`src/rtl/cic_comp_pkg.sv`:
```
// Shared types and coefficients for the CIC compensation decimator.
package cic_comp_pkg;

  localparam int unsigned DATA_W = 16;
  localparam int unsigned COEF_W = 16;

  typedef logic signed [COEF_W-1:0] coef_t;

  typedef enum logic [1:0] {
    IDLE  = 2'd0,
    MAC   = 2'd1,
    ROUND = 2'd2
  } state_t;

  // Unique half of the symmetric Q1.15 impulse response; index 7 is the centre tap.
  function automatic coef_t coef_at(input int unsigned k);
    coef_t c;
    case (k)
      0:       c = -16'sd64;
      1:       c = 16'sd0;
      2:       c = 16'sd320;
      3:       c = 16'sd0;
      4:       c = -16'sd1280;
      5:       c = 16'sd0;
      6:       c = 16'sd9216;
      7:       c = 16'sd16384;
      default: c = '0;
    endcase
    return c;
  endfunction

endpackage

```
`src/rtl/cic_comp_round_sat.sv`:
```
// Round half-up and saturate a wide signed accumulator down to OUT_W bits.
module cic_comp_round_sat #(
  parameter int unsigned ACC_W = 40,
  parameter int unsigned FRAC  = 15,
  parameter int unsigned OUT_W = 16
) (
  input  logic signed [ACC_W-1:0] acc,
  output logic signed [OUT_W-1:0] y_c
);

  localparam logic signed [ACC_W:0] HALF    = (ACC_W+1)'(1) << (FRAC - 1);
  localparam logic signed [ACC_W:0] SAT_MAX = (ACC_W+1)'(2**(OUT_W-1) - 1);
  localparam logic signed [ACC_W:0] SAT_MIN = -SAT_MAX - (ACC_W+1)'(1);

  logic signed [ACC_W:0] biased;
  logic signed [ACC_W:0] shifted;

  // One guard bit keeps the rounding add from wrapping.
  always_comb begin
    biased  = (ACC_W+1)'(acc) + HALF;
    shifted = biased >>> FRAC;
    if (shifted > SAT_MAX) begin
      y_c = {1'b0, {(OUT_W-1){1'b1}}};
    end else if (shifted < SAT_MIN) begin
      y_c = {1'b1, {(OUT_W-1){1'b0}}};
    end else begin
      y_c = OUT_W'(shifted);
    end
  end

endmodule

```
`src/rtl/cic_comp_fir_decim2.sv`:
```
// Symmetric compensation FIR after the CIC, decimating by 2 with one shared multiplier.
module cic_comp_fir_decim2
  import cic_comp_pkg::*;
#(
  parameter int unsigned NTAPS     = 15,
  parameter int unsigned COEF_FRAC = 15,
  parameter int unsigned ACC_W     = 40
) (
  input  logic                     clk,
  input  logic                     rst_n,
  input  logic                     valid_in,
  input  logic signed [DATA_W-1:0] din,
  output logic                     valid_out,
  output logic signed [DATA_W-1:0] dout,
  output logic                     overflow
);

  localparam int unsigned NUNIQ  = (NTAPS + 1) / 2;
  localparam int unsigned PTR_W  = $clog2(NTAPS);
  localparam int unsigned K_W    = (NUNIQ > 1) ? $clog2(NUNIQ) : 1;
  localparam int unsigned PRE_W  = DATA_W + 1;
  localparam int unsigned PROD_W = PRE_W + COEF_W;
  localparam logic [K_W-1:0]   K_LAST   = K_W'(NUNIQ - 1);
  localparam logic [PTR_W-1:0] PTR_LAST = PTR_W'(NTAPS - 1);

  logic signed [DATA_W-1:0] dline [NTAPS];
  logic [PTR_W-1:0]         wr_ptr;
  logic                     phase;

  state_t                   state, state_d;
  logic [K_W-1:0]           k, k_d;
  logic signed [ACC_W-1:0]  acc, acc_d;
  logic                     pend_vld, pend_vld_d;
  logic signed [DATA_W-1:0] pend_data, pend_data_d;
  logic                     valid_out_d, overflow_d;
  logic signed [DATA_W-1:0] dout_d;

  logic                     commit_c;
  logic signed [DATA_W-1:0] commit_data_c;
  logic [PTR_W-1:0]         idx_new_c, idx_old_c;
  coef_t                    coef_c;
  logic signed [PRE_W-1:0]  pre_c;
  logic signed [PROD_W-1:0] prod_c;
  logic signed [DATA_W-1:0] y_sat_c;

  // Circular index arithmetic; base + off never exceeds 2*NTAPS-2.
  function automatic logic [PTR_W-1:0] ptr_add(input logic [PTR_W-1:0] base,
                                               input int unsigned off);
    int unsigned s;
    s = 32'(base) + off;
    if (s >= NTAPS) s = s - NTAPS;
    return PTR_W'(s);
  endfunction

  // Pre-add the mirrored tap pair for step k; the centre tap goes in alone.
  always_comb begin
    idx_new_c = ptr_add(wr_ptr, NTAPS - 1 - 32'(k));
    idx_old_c = ptr_add(wr_ptr, 32'(k));
    coef_c    = coef_at(32'(k));
    if (k == K_LAST) begin
      pre_c = PRE_W'(dline[idx_new_c]);
    end else begin
      pre_c = PRE_W'(dline[idx_new_c]) + PRE_W'(dline[idx_old_c]);
    end
    prod_c = PROD_W'(pre_c) * PROD_W'(coef_c);
  end

  cic_comp_round_sat #(
    .ACC_W (ACC_W),
    .FRAC  (COEF_FRAC),
    .OUT_W (DATA_W)
  ) u_round_sat (
    .acc (acc),
    .y_c (y_sat_c)
  );

  // Next-state: sample admission, pending slot, MAC sequencing and output update.
  always_comb begin
    state_d       = state;
    k_d           = k;
    acc_d         = acc;
    pend_vld_d    = pend_vld;
    pend_data_d   = pend_data;
    valid_out_d   = 1'b0;
    dout_d        = dout;
    overflow_d    = overflow;
    commit_c      = 1'b0;
    commit_data_c = din;

    case (state)
      IDLE: begin
        if (valid_in) begin
          commit_c      = 1'b1;
          commit_data_c = din;
        end
      end
      MAC: begin
        acc_d = acc + ACC_W'(prod_c);
        k_d   = k + K_W'(1);
        if (k == K_LAST) state_d = ROUND;
        if (valid_in) begin
          if (!pend_vld) begin
            pend_vld_d  = 1'b1;
            pend_data_d = din;
          end else begin
            overflow_d = 1'b1;
          end
        end
      end
      ROUND: begin
        dout_d      = y_sat_c;
        valid_out_d = 1'b1;
        state_d     = IDLE;
        if (pend_vld) begin
          commit_c      = 1'b1;
          commit_data_c = pend_data;
          pend_vld_d    = valid_in;
          if (valid_in) pend_data_d = din;
        end else if (valid_in) begin
          commit_c      = 1'b1;
          commit_data_c = din;
        end
      end
      default: state_d = IDLE;
    endcase

    // An odd-phase commit launches a fresh output computation.
    if (commit_c && phase) begin
      state_d = MAC;
      k_d     = '0;
      acc_d   = '0;
    end
  end

  // Control and output registers.
  always_ff @(posedge clk or negedge rst_n) begin
    if (!rst_n) begin
      state     <= IDLE;
      k         <= '0;
      acc       <= '0;
      pend_vld  <= 1'b0;
      pend_data <= '0;
      valid_out <= 1'b0;
      dout      <= '0;
      overflow  <= 1'b0;
    end else begin
      state     <= state_d;
      k         <= k_d;
      acc       <= acc_d;
      pend_vld  <= pend_vld_d;
      pend_data <= pend_data_d;
      valid_out <= valid_out_d;
      dout      <= dout_d;
      overflow  <= overflow_d;
    end
  end

  // Delay line: a commit overwrites the oldest entry and flips the decimation phase.
  always_ff @(posedge clk or negedge rst_n) begin
    if (!rst_n) begin
      for (int i = 0; i < NTAPS; i++) dline[i] <= '0;
      wr_ptr <= '0;
      phase  <= 1'b0;
    end else if (commit_c) begin
      dline[wr_ptr] <= commit_data_c;
      wr_ptr        <= (wr_ptr == PTR_LAST) ? '0 : wr_ptr + PTR_W'(1);
      phase         <= ~phase;
    end
  end

endmodule

```
`config.mk`:
```
export PLATFORM = sky130hd
export DESIGN_NAME = cic_comp_fir_decim2
export DESIGN_NICKNAME = d
export VERILOG_FILES = /design/src/rtl/cic_comp_pkg.sv /design/src/rtl/cic_comp_round_sat.sv /design/src/rtl/cic_comp_fir_decim2.sv
export SDC_FILE = /design/constraint.sdc
export NUM_CORES = 1
export LEC_CHECK = 0
export ABC_AREA = 1
export BUFFER_PORTS_ARGS = -buffer_cell sky130_fd_sc_hd__buf_2
export CAP_MARGIN = 40
export CELL_PAD_IN_SITES_DETAIL_PLACEMENT = 1
export CELL_PAD_IN_SITES_GLOBAL_PLACEMENT = 1
export CORE_MARGIN = 2
export CORE_UTILIZATION = 45
export CTS_BUF_LIST = sky130_fd_sc_hd__clkbuf_8
export CTS_CLUSTER_SIZE = 10
export DETAILED_ROUTE_END_ITERATION = 8
export GPL_ROUTABILITY_DRIVEN = 0
export HOLD_SLACK_MARGIN = 0.05
export MAX_ROUTING_LAYER = met4
export PLACE_DENSITY = 0.74
export SYNTH_ARGS = -nofsm -noshare
export SYNTH_HDL_FRONTEND = slang
export SYNTH_SLANG_ARGS = --single-unit
```
`constraint.sdc`:
```
create_clock -name clk -period 12.5 [get_ports clk]
set_clock_uncertainty 0.2 [all_clocks]
set_input_delay 0.625 -clock clk [delete_from_list [all_inputs] [get_ports clk]]
set_output_delay 0.625 -clock clk [all_outputs]
set_load 0.02 [all_outputs]
```
; ---- Yosys cells after proc, flatten, opt, wreduce, memory -nomap -nowiden
; Memories as Yosys holds them, arrays and structs flattened.
; Index checks and enable logic that the tools add are counted.
[word_totals]
register_bits = 325
romBits = 80
inputBits = 19
output_inout_bits = 18
word_cells = 102
memories = 1
[mem_list]
columns = memory, depth, width, rd, rd_clocked_by_memory_dff, write_ports, line
row1 = (name not given), 8, 10, 1, 0, 0, cic_comp_pkg.sv:18  ; case (k)
[op_classes]
n_addsub = 10
n_mul = 1
order_cmp = 8
n_eq_ne = 9
mux = 35
n_bitwise = 4
reduce_logical = 9
[ops]
columns = cell, count
row1 = 240-bit bitwise mux, 1
row2 = 16-bit 2-to-1 mux, 12
row3 = 16-bit binary-select mux with 4-bit select, 2
row4 = 40-bit 2-to-1 mux, 2
row5 = 16-bit demux with 4-bit select, 1
row6 = "40-bit by 16-bit adder with 41-bit output, second input constant", 1
row7 = 40-bit by 33-bit adder with 40-bit output, 1
row8 = 17-bit by 16-bit multiplier with 33-bit output, 1
row9 = "32-bit by 4-bit greater-or-equal comparator with 1-bit output, second input constant", 1
row10 = 16-bit one-hot mux with 2 select lines, 1
row11 = "26-bit by 16-bit greater-than comparator with 1-bit output, second input constant", 1
row12 = "26-bit by 16-bit < comparator with 1-bit output, second input constant", 1
row13 = 16-bit by 16-bit adder with 17-bit output, 1
row14 = 17-bit 2-to-1 mux, 1
row15 = "5-bit greater-or-equal comparator, second input constant", 3
row16 = 4-bit inverter with 5-bit output, 3
row17 = 4-bit 2-to-1 mux, 3
row18 = "2-bit != test, second input constant", 4
row19 = 5-bit by 5-bit adder with 6-bit output, 1
row20 = 3-bit 2-to-1 mux, 2
row21 = 4-bit by 3-bit adder with 5-bit output, 1
row22 = "5-bit by 4-bit greater-or-equal comparator with 1-bit output, second input constant", 1
row23 = "5-bit by 1-bit < comparator with 1-bit output, second input constant", 1
row24 = 1-bit 2-to-1 mux, 5
row25 = 20 further kinds, 25

; ---- Longest topological paths before layout
; Gate-level depths: netlist of run 1.
[depth]
ltp_word = 14
mapped_depth = 57
ltp_nobuf = 55

; ---- Cells and area by module
; From an unflattened synthesis of run 1, not the netlist that was laid out.
[unflattened]
hier_cells = 3869
area_unflattened_um2 = 27640.3
[modules_own_cells]
columns = module, n_inst, cells_each, area_per_inst_um2, seq_area_each_um2
row1 = cic_comp_fir_decim2, 1, 3664, 26661.8, 7982.7
row2 = cic_comp_round_sat, 1, 205, 978.4, 0.0

; ---- Worst setup path before layout of run 1
; No wires, ideal clock.
[synth_path]
path_type = reg-to-reg
startpoint = register k[0]
endpoint = register acc[38]
setup_ns = 0.123
arrival_time_ns = 9.202
required_ns = 12.177
setup_slack_ns = 2.975
stages_incl_launch_ff = 53
n_path_buf = 2
synth_period_minus_slack_ns = 9.525
cell_sequence = dfrtp_1 > inv_1 > ha_1 > fa_1 > inv_1 > ha_1 > inv_1 > nor2_4 > nand3_4 > nand2_8 > nand2_2 > nand2_2 > buf_6 > buf_4 > nand2_1 > nand3_1 > nand3_1 > nand3_1 > [... 17 more ...] > fa_1 > fa_1 > inv_1 > fa_1 > inv_1 > fa_1 > inv_1 > fa_1 > fa_1 > inv_1 > ha_1 > nand2_1 > nor4_1 > nand4_1 > nand2_1 > a21oi_1 > o21ai_0 > nand2_1
[synth_via]
elab_chain_len = 14
word_cells_on_any_way = 25
classes_between = add/sub: 7 / mul: 1 / order compare: 2 / eq/ne: 1 / mux: 11 / bitwise: 2 / memory: 1
[synth_rtl]
columns = element, line
row1 = from (decl), cic_comp_fir_decim2.sv:31  ; logic [K_W-1:0] k, k_d;
row2 = from (signal assigned), cic_comp_fir_decim2.sv:148  ; k <= k_d;
row3 = 4-bit by 3-bit subtractor with 5-bit output, cic_comp_fir_decim2.sv:57  ; idx_new_c = ptr_add(wr_ptr, NTAPS - 1 - 32'(k));
row4 = 5-bit by 5-bit adder with 6-bit output, cic_comp_fir_decim2.sv:50  ; s = 32'(base) + off;
row5 = 32-bit by 4-bit greater-or-equal comparator with 1-bit output / 4-bit by 1-bit subtractor with 4-bit output (equally long branches), cic_comp_fir_decim2.sv:51  ; if (s >= NTAPS) s = s - NTAPS;
row6 = 4-bit 2-to-1 mux, cic_comp_fir_decim2.sv:51
row7 = 4-bit inverter with 5-bit output (not written as such), "cic_comp_fir_decim2.sv:61, cic_comp_fir_decim2.sv:63"
row8 = 16-bit binary-select mux with 4-bit select, "cic_comp_fir_decim2.sv:61, cic_comp_fir_decim2.sv:63"
row9 = 16-bit 2-to-1 mux (not written as such) (2 in a row), "cic_comp_fir_decim2.sv:61, cic_comp_fir_decim2.sv:63"
row10 = 16-bit by 16-bit adder with 17-bit output, cic_comp_fir_decim2.sv:63  ; pre_c = PRE_W'(dline[idx_new_c]) + PRE_W'(dline[idx_old_c]);
row11 = 17-bit 2-to-1 mux, cic_comp_fir_decim2.sv:60  ; if (k == K_LAST) begin
row12 = 17-bit by 16-bit multiplier with 33-bit output *, cic_comp_fir_decim2.sv:65  ; prod_c = PROD_W'(pre_c) * PROD_W'(coef_c);
row13 = 40-bit by 33-bit adder with 40-bit output *, cic_comp_fir_decim2.sv:98  ; acc_d = acc + ACC_W'(prod_c);
row14 = 40-bit 2-to-1 mux *, cic_comp_fir_decim2.sv:90  ; case (state)
row15 = 40-bit 2-to-1 mux *, cic_comp_fir_decim2.sv:128  ; if (commit_c && phase) begin
row16 = to (signal assigned), cic_comp_fir_decim2.sv:140  ; acc <= '0;
row17 = to (signal assigned), cic_comp_fir_decim2.sv:149  ; acc <= acc_d;
row18 = to (decl), cic_comp_fir_decim2.sv:32  ; logic signed [ACC_W-1:0] acc, acc_d;
; Every way passes the cells marked *; elsewhere a longest branch is shown, timed or not. The select of a mux whose other input is x is not followed.
; A chain may end at the register's enable or synchronous reset.

; ---- Worst setup path after layout of run 1
[layout_path]
startpoint = register k[0]
endpoint = register acc[31]
; Same word-level chain as after synthesis.

==> results.cfg, run 1 <==
[routing]
post_drt_wl_per_cell_um = 23.0
drt_iter0_markers = 2234
routed_wl_mm = 106
viasPerCell = 5.84
vias = 26900
route.detailed.drc = 0
drtPass1Iterations = 7
antenna_left = 0

[sta]
relSlewSlack = 0.297
maxClockFrequency_ghz = 0.0850
tns_ns = 0
rsz0062_at_grt = false
worst_pin_slew_ns = 1.05
hold_viol_final = 0
drv_slew = 0
finalSetupViolations = 0
min_period_ns = 11.77
fin_crit_sh = 0.942

[yosys]
syn_area_um2 = 27400
synth_cell_types = 53
ys.flop_type = dfrtp_1
yosys-top-cells-count = nand2_1, inv_1, nand3_1
yosysMostFrequentCell = nand2_1
syn_avg_cell_area_um2 = 7.31
synth_edf_count = 0
synth_top_area_share = 0.292
async_flop_share = 1.00
yosysTopAreaCell = dfrtp_1
yosysWarnings = 0
yosys-top-cells-area = dfrtp_1, nand2_1, fa_1
ys_seq_area_frac = 0.292
synth-seq-cells = 319
syn_nets = 4089
syn-instance-count = 3743

[floorplan]
core_um2 = 60200
num_io_pins = 37
initial_core_util = 0.454
die_x_um = 251
die-area_um2 = 62800
core.rowCount = 90
die_h_um = 251

[global_routing]
grt_max_degree = 149
grt_first_pass_wirelength_mm = 166
gr-total-overflow = 0
grt_pass1_vias = 28700
grt_util_all_layers = 0.352
antenna_found_initial = 1

[clock_network]
insertion_delay_ns = 0.69
clockBufferDepth = 3
clkTransAtPathRegs_ns = 0.05
cts_max_level = 3
cts_setup_buffers = 0
clkSinkCount = 319
clk_root_buffer_cell = clkbuf_8
cts_buffers = 67
tritoncts = built

[critical_path]
reg2reg_depth = 52
crit_top_cell = inv_1
slowest_stage = fa_1
reg2reg_slack_ns = 0.73
critical_path_class = reg2reg
critical_path_arrival_ns = 12.13
cp-end-kind = flop
max_stage_delay_ns = 0.75
cp-start-kind = flop
reg2reg_from = k[0]$_DFFE_PN0P_
cp.required_ns = 12.86
r2r_end = acc[31]$_DFFE_PN0P_
crit_fanout = 30

[placement]
dp_hpwl_mm = 75.0
post-place-cells = 4469
portBuffers = 36

[finish]
drive_above_1_share = 0.0795
area_delta_synth_final_pct = 10.5
design.final.nets = 4121
diodes = 0
finalNonFillerCells = 4607
fin_util = 0.502

[worst_hold_path]
hold_path_class = reg2reg
hold_end = overflow$_DFFE_PN0P_
hold_start = overflow$_DFFE_PN0P_
min_path_cells = 1

[flow_run]
cap_violations = 0

[outcome]
status = complete, no violations
cell families after synthesis:
family	synth area share
AND/OR/NAND/NOR	0.274
buffers and inverters	0.104
AO/OA/AOI/OAI	0.108
adder cells (fa/ha/maj)	0.202
flip-flops	0.292
XOR/XNOR	0.0134
multiplexers	0.00617
layout make-up:
type / count / area, um2
fillers: 7523 / 30000
multi-input cells: 2711 / 16700
flip-flops and latches: 319 / 7980
inverters: 538 / 2020
repair buffers: 138 / 1270
clock buffers: 84 / 1160
well taps: 782 / 978
clock inverters: 35 / 178
through the flow:
step	cell area [um2]	setup WS [ns]	hold WS, ns
after floorplan	27400	2.98	0.129
after CTS	30200	0.491	0.289
final	30300	0.730	0.275
after global placement	28400	0.959	0.258
after detailed placement	28700	0.521	0.272
after global routing	30300	0.0475	0.301
state kept, by name, summed over array words and instances, names as in the netlist:
register   cells
valid_out      1
state          2
overflow       1
k              3
pend_vld       1
dout          16
dline        240
acc           34
phase          1
pend_data     16
wr_ptr         4
cells in the final DEF (no fill, tap or decap), drive strengths merged, types with 3 or more instances in the layout:
cell / netlist / routed
nand2: 1147 / 1148
inv: 535 / 564
nand3: 437 / 437
dfrtp: 319 / 319
o21ai: 290 / 290
fa: 193 / 193
nor2: 166 / 166
ha: 134 / 134
a21oi: 128 / 128
buf: 79 / 120
clkbuf: 97 / 84
o211ai: 60 / 60
xor2: 27 / 27
nor3: 21 / 21
dlygate4sd3: 0 / 18
nand4: 17 / 17
xnor2: 15 / 15
mux2: 15 / 15
o22ai: 10 / 10
a21o: 8 / 8
clkinv: 3 / 8
o21bai: 6 / 6
o21a: 5 / 5
or2: 5 / 5
a31oi: 4 / 4
o31ai: 3 / 3
a21boi: 3 / 3
worst max-delay path: cells and delay by family, from the launching register on:
kind,cells,cell delay [ns]
AOI/OAI and AO/OA,2,0.28
adders and majority gates,12,5.27
buffers and inverters,11,1.33
DFF,1,0.42
and+or+nand+nor,27,4.10
per-layer routing:
layer | GRT usage | vias up | wire [um]
met5 | - | - | 0
met2 | 0.550 | 1011 | 48000
li1 | - | 12000 | -
met1 | 0.463 | 13700 | 45900
met4 | 0.116 | 0 | 3510
met3 | 0.0666 | 229 | 8390
worst max-delay path by stage:
| stage | start | cells past startpoint | slack [ns] | endpoint |
|---|---|---|---|---|
| 3_3_place_gp | k[0]$_DFFE_PN0P_ | 49 | 0.96 | acc[31]$_DFFE_PN0P_ |
| 6_report | k[0]$_DFFE_PN0P_ | 52 | 0.73 | acc[31]$_DFFE_PN0P_ |
| 5_1_grt | wr_ptr[0]$_DFFE_PN0P_ | 45 | 0.05 | acc[36]$_DFFE_PN0P_ |
| 2_1_floorplan | k[0]$_DFFE_PN0P_ | 52 | 2.98 | acc[38]$_DFFE_PN0P_ |
| 4_1_cts | k[0]$_DFFE_PN0P_ | 47 | 0.49 | acc[36]$_DFFE_PN0P_ |
| 3_5_place_dp | k[0]$_DFFE_PN0P_ | 47 | 0.52 | acc[36]$_DFFE_PN0P_ |
timing repair:
action,CTS,global route
gates resized for setup,0,2
setup endpoints to repair,0,6
hold buffers,18,0
endpoints found under the hold margin,129,0
Power of run 1 is left out: the tool's default activity adds up to more than one toggle a clock period on the data nets, which glitch-free logic cannot reach.
==> run 2, diff against run 1 <==
ABC_AREA = default   (was 1)
CTS_CLUSTER_SIZE = 25   (was 10)
PLACE_DENSITY = 0.71   (was 0.74)
==> run 2 against run 1 <==
Effect of this change: die area rose by 0.99%; via count fell by 3.7%; non-clock buffer count rose by 112; clock-buffer cell count fell by 14; cell count fell by 12%; sequential share of layout area fell by 0.96 points; routed wire length rose by 1.6%; global-route usage fell by 0.34 points; hold slack got worse by 0.0042 ns; fmax fell by 2.0%; flip-flop and latch count did not move; largest cell class unchanged.
==> results.cfg, run 2 <==
[floorplan]
die_x_um = 252
initial_core_util = 0.456
core_um2 = 60600
num_io_pins = 37
die-area_um2 = 63400
die_h_um = 252
core.rowCount = 90

[placement]
dp_hpwl_mm = 78.8
portBuffers = 36
placed_cell_area_um2 = 29800

[sta]
worst_pin_slew_ns = 1.07
maxClockFrequency_ghz = 0.0832
finalSetupViolations = 0
fin_crit_sh = 0.961
rsz0062_at_grt = true
hold_viol_final = 0
drv_slew = 0
relSlewSlack = 0.284
min_period_ns = 12.01
hold_ws_ns = 0.271

[routing]
antenna_left = 0
drtPass1Iterations = 6
route.detailed.drc = 0
vias = 25900
viasPerCell = 6.36
drt_iter0_markers = 2079
post_drt_wl_per_cell_um = 26.4
routed_wl_mm = 108

[global_routing]
grt_util_all_layers = 0.349
gr-total-overflow = 0
grt_max_degree = 181
antenna_found_initial = 1
grt_pass1_vias = 27300
grt_first_pass_wirelength_mm = 165

[yosys]
synth-seq-cells = 319
yosys-top-cells-area = dfrtp_1, fa_1, ha_1
synth_cell_types = 93
syn_avg_cell_area_um2 = 8.85
syn-instance-count = 3125
syn_area_um2 = 27700
yosys-top-cells-count = nand2_1, dfrtp_1, nor2_1
ys_seq_area_frac = 0.289
ys.flop_type = dfrtp_1
yosysWarnings = 0
yosysMostFrequentCell = nand2_1
yosysTopAreaCell = dfrtp_1
async_flop_share = 1.00
syn_nets = 3471
synth_top_area_share = 0.289
synth_edf_count = 0

[finish]
final_common_cell = nand2_1
fill_cells = 7033
fin_util = 0.518
mostFrequentLayoutCells = nand2_1, dfrtp_1, nor2_1
fin_area_um2 = 31400
top_regs = dline (240), acc (34)
area_delta_synth_final_pct = 13.6
drive_above_1_share = 0.144
regMostFlops = dline
largest_reg_flops = 240
design.final.nets = 3591

[clock_network]
tritoncts = built
insertion_delay_ns = 0.71
cts_buffers = 57
clkTransAtPathRegs_ns = 0.06
clockBufferDepth = 3
clkSinkCount = 319
cts_max_level = 2
clk_root_buffer_cell = clkbuf_8

[critical_path]
cp-end-kind = flop
max_stage_delay_ns = 0.62
cp.required_ns = 12.90
crit_fanout = 24
critical_path_arrival_ns = 12.41
cp-start-kind = flop
slowest_stage = a32oi_1
crit_top_cell = fa_1
critical_path_class = reg2reg

[outcome]
status = complete, no violations

[flow_run]
cap_violations = 0

[worst_hold_path]
hold_path_class = reg2reg
-- run 2: area by class of cell --
class | instances | area [um2] | share of cell area
inverter | 257 | 965 | 0.0307
timing repair buffer | 250 | 2080 | 0.0662
clock inverter | 32 | 218 | 0.00693
multi-input combinational | 2360 | 18200 | 0.580
tap | 782 | 978 | 0.0311
antenna | 3 | 7.51 | 0.000239
sequential | 319 | 7980 | 0.254
clock buffer | 70 | 963 | 0.0307
-- run 2: cell families after synthesis --
logic type      Yosys count  share of synthesized area
xor+xnor                 59                     0.0199
mux                     151                     0.0645
compound gates          867                      0.213
buf+inv                 446                     0.0623
simple gates            956                      0.151
fa+ha+maj               327                      0.200
flops                   319                      0.289
-- run 2: repair_timing --
item / CTS / global route
pin swaps: 0 / 3
endpoints found under the hold margin: 80 / 0
hold buffers: 18 / 0
setup buffers: 0 / 11
resized for setup: 4 / 27
cloned: 0 / 1
endpoints found under the setup margin: 3 / 17
-- run 2: metrics by stage --
step	setup slack [ns]	setup TNS (ns)	instances
3_3_place_gp	0.317	0	3924
4_1_cts	0.107	0	4058
3_5_place_dp	-0.0801	-0.142	3938
6_report	0.487	0	4073
5_1_grt	-0.0528	-0.172	4072
2_1_floorplan	0.783	0	3125
-- run 2: critical path: cells and delay by family (launching register included) --
family                   cells  cell delay (ns)
AND/OR/NAND/NOR              8             1.78
multiplexers                 2             0.44
adder cells (fa/ha/maj)     11             4.68
XOR/XNOR                     2             0.46
AO/OA/AOI/OAI               11             2.75
flip-flops                   1             0.48
buffers and inverters        8             1.05
-- run 2: path summary, 6_finish.rpt --
check                                      from               endpoint  slack [ns]  cells past startpoint
setup / recovery               k[1]$_DFFE_PN0P_    acc[36]$_DFFE_PN0P_        0.49                     42
hold / removal             overflow$_DFFE_PN0P_   overflow$_DFFE_PN0P_        0.27                      1
setup reg to reg               k[1]$_DFFE_PN0P_    acc[36]$_DFFE_PN0P_        0.49                     42
hold reg to reg            overflow$_DFFE_PN0P_   overflow$_DFFE_PN0P_        0.27                      1
max in group asynchronous                 rst_n  dline[42]$_DFFE_PN0P_        9.95                      4
min in group asynchronous                 rst_n    dout[3]$_DFFE_PN0P_        0.29                      2
-- run 2: routing by layer --
metal / GRT usage / routed length [um] / share of wire / vias up
li1: - / - / - / 11300
met1: 0.422 / 42900 / 0.40 / 13100
met2: 0.562 / 50500 / 0.47 / 1159
met3: 0.0643 / 8200 / 0.076 / 356
met4: 0.176 / 5960 / 0.055 / 0
met5: - / 0 / 0 / -
Power of run 2 is left out for the same reason.
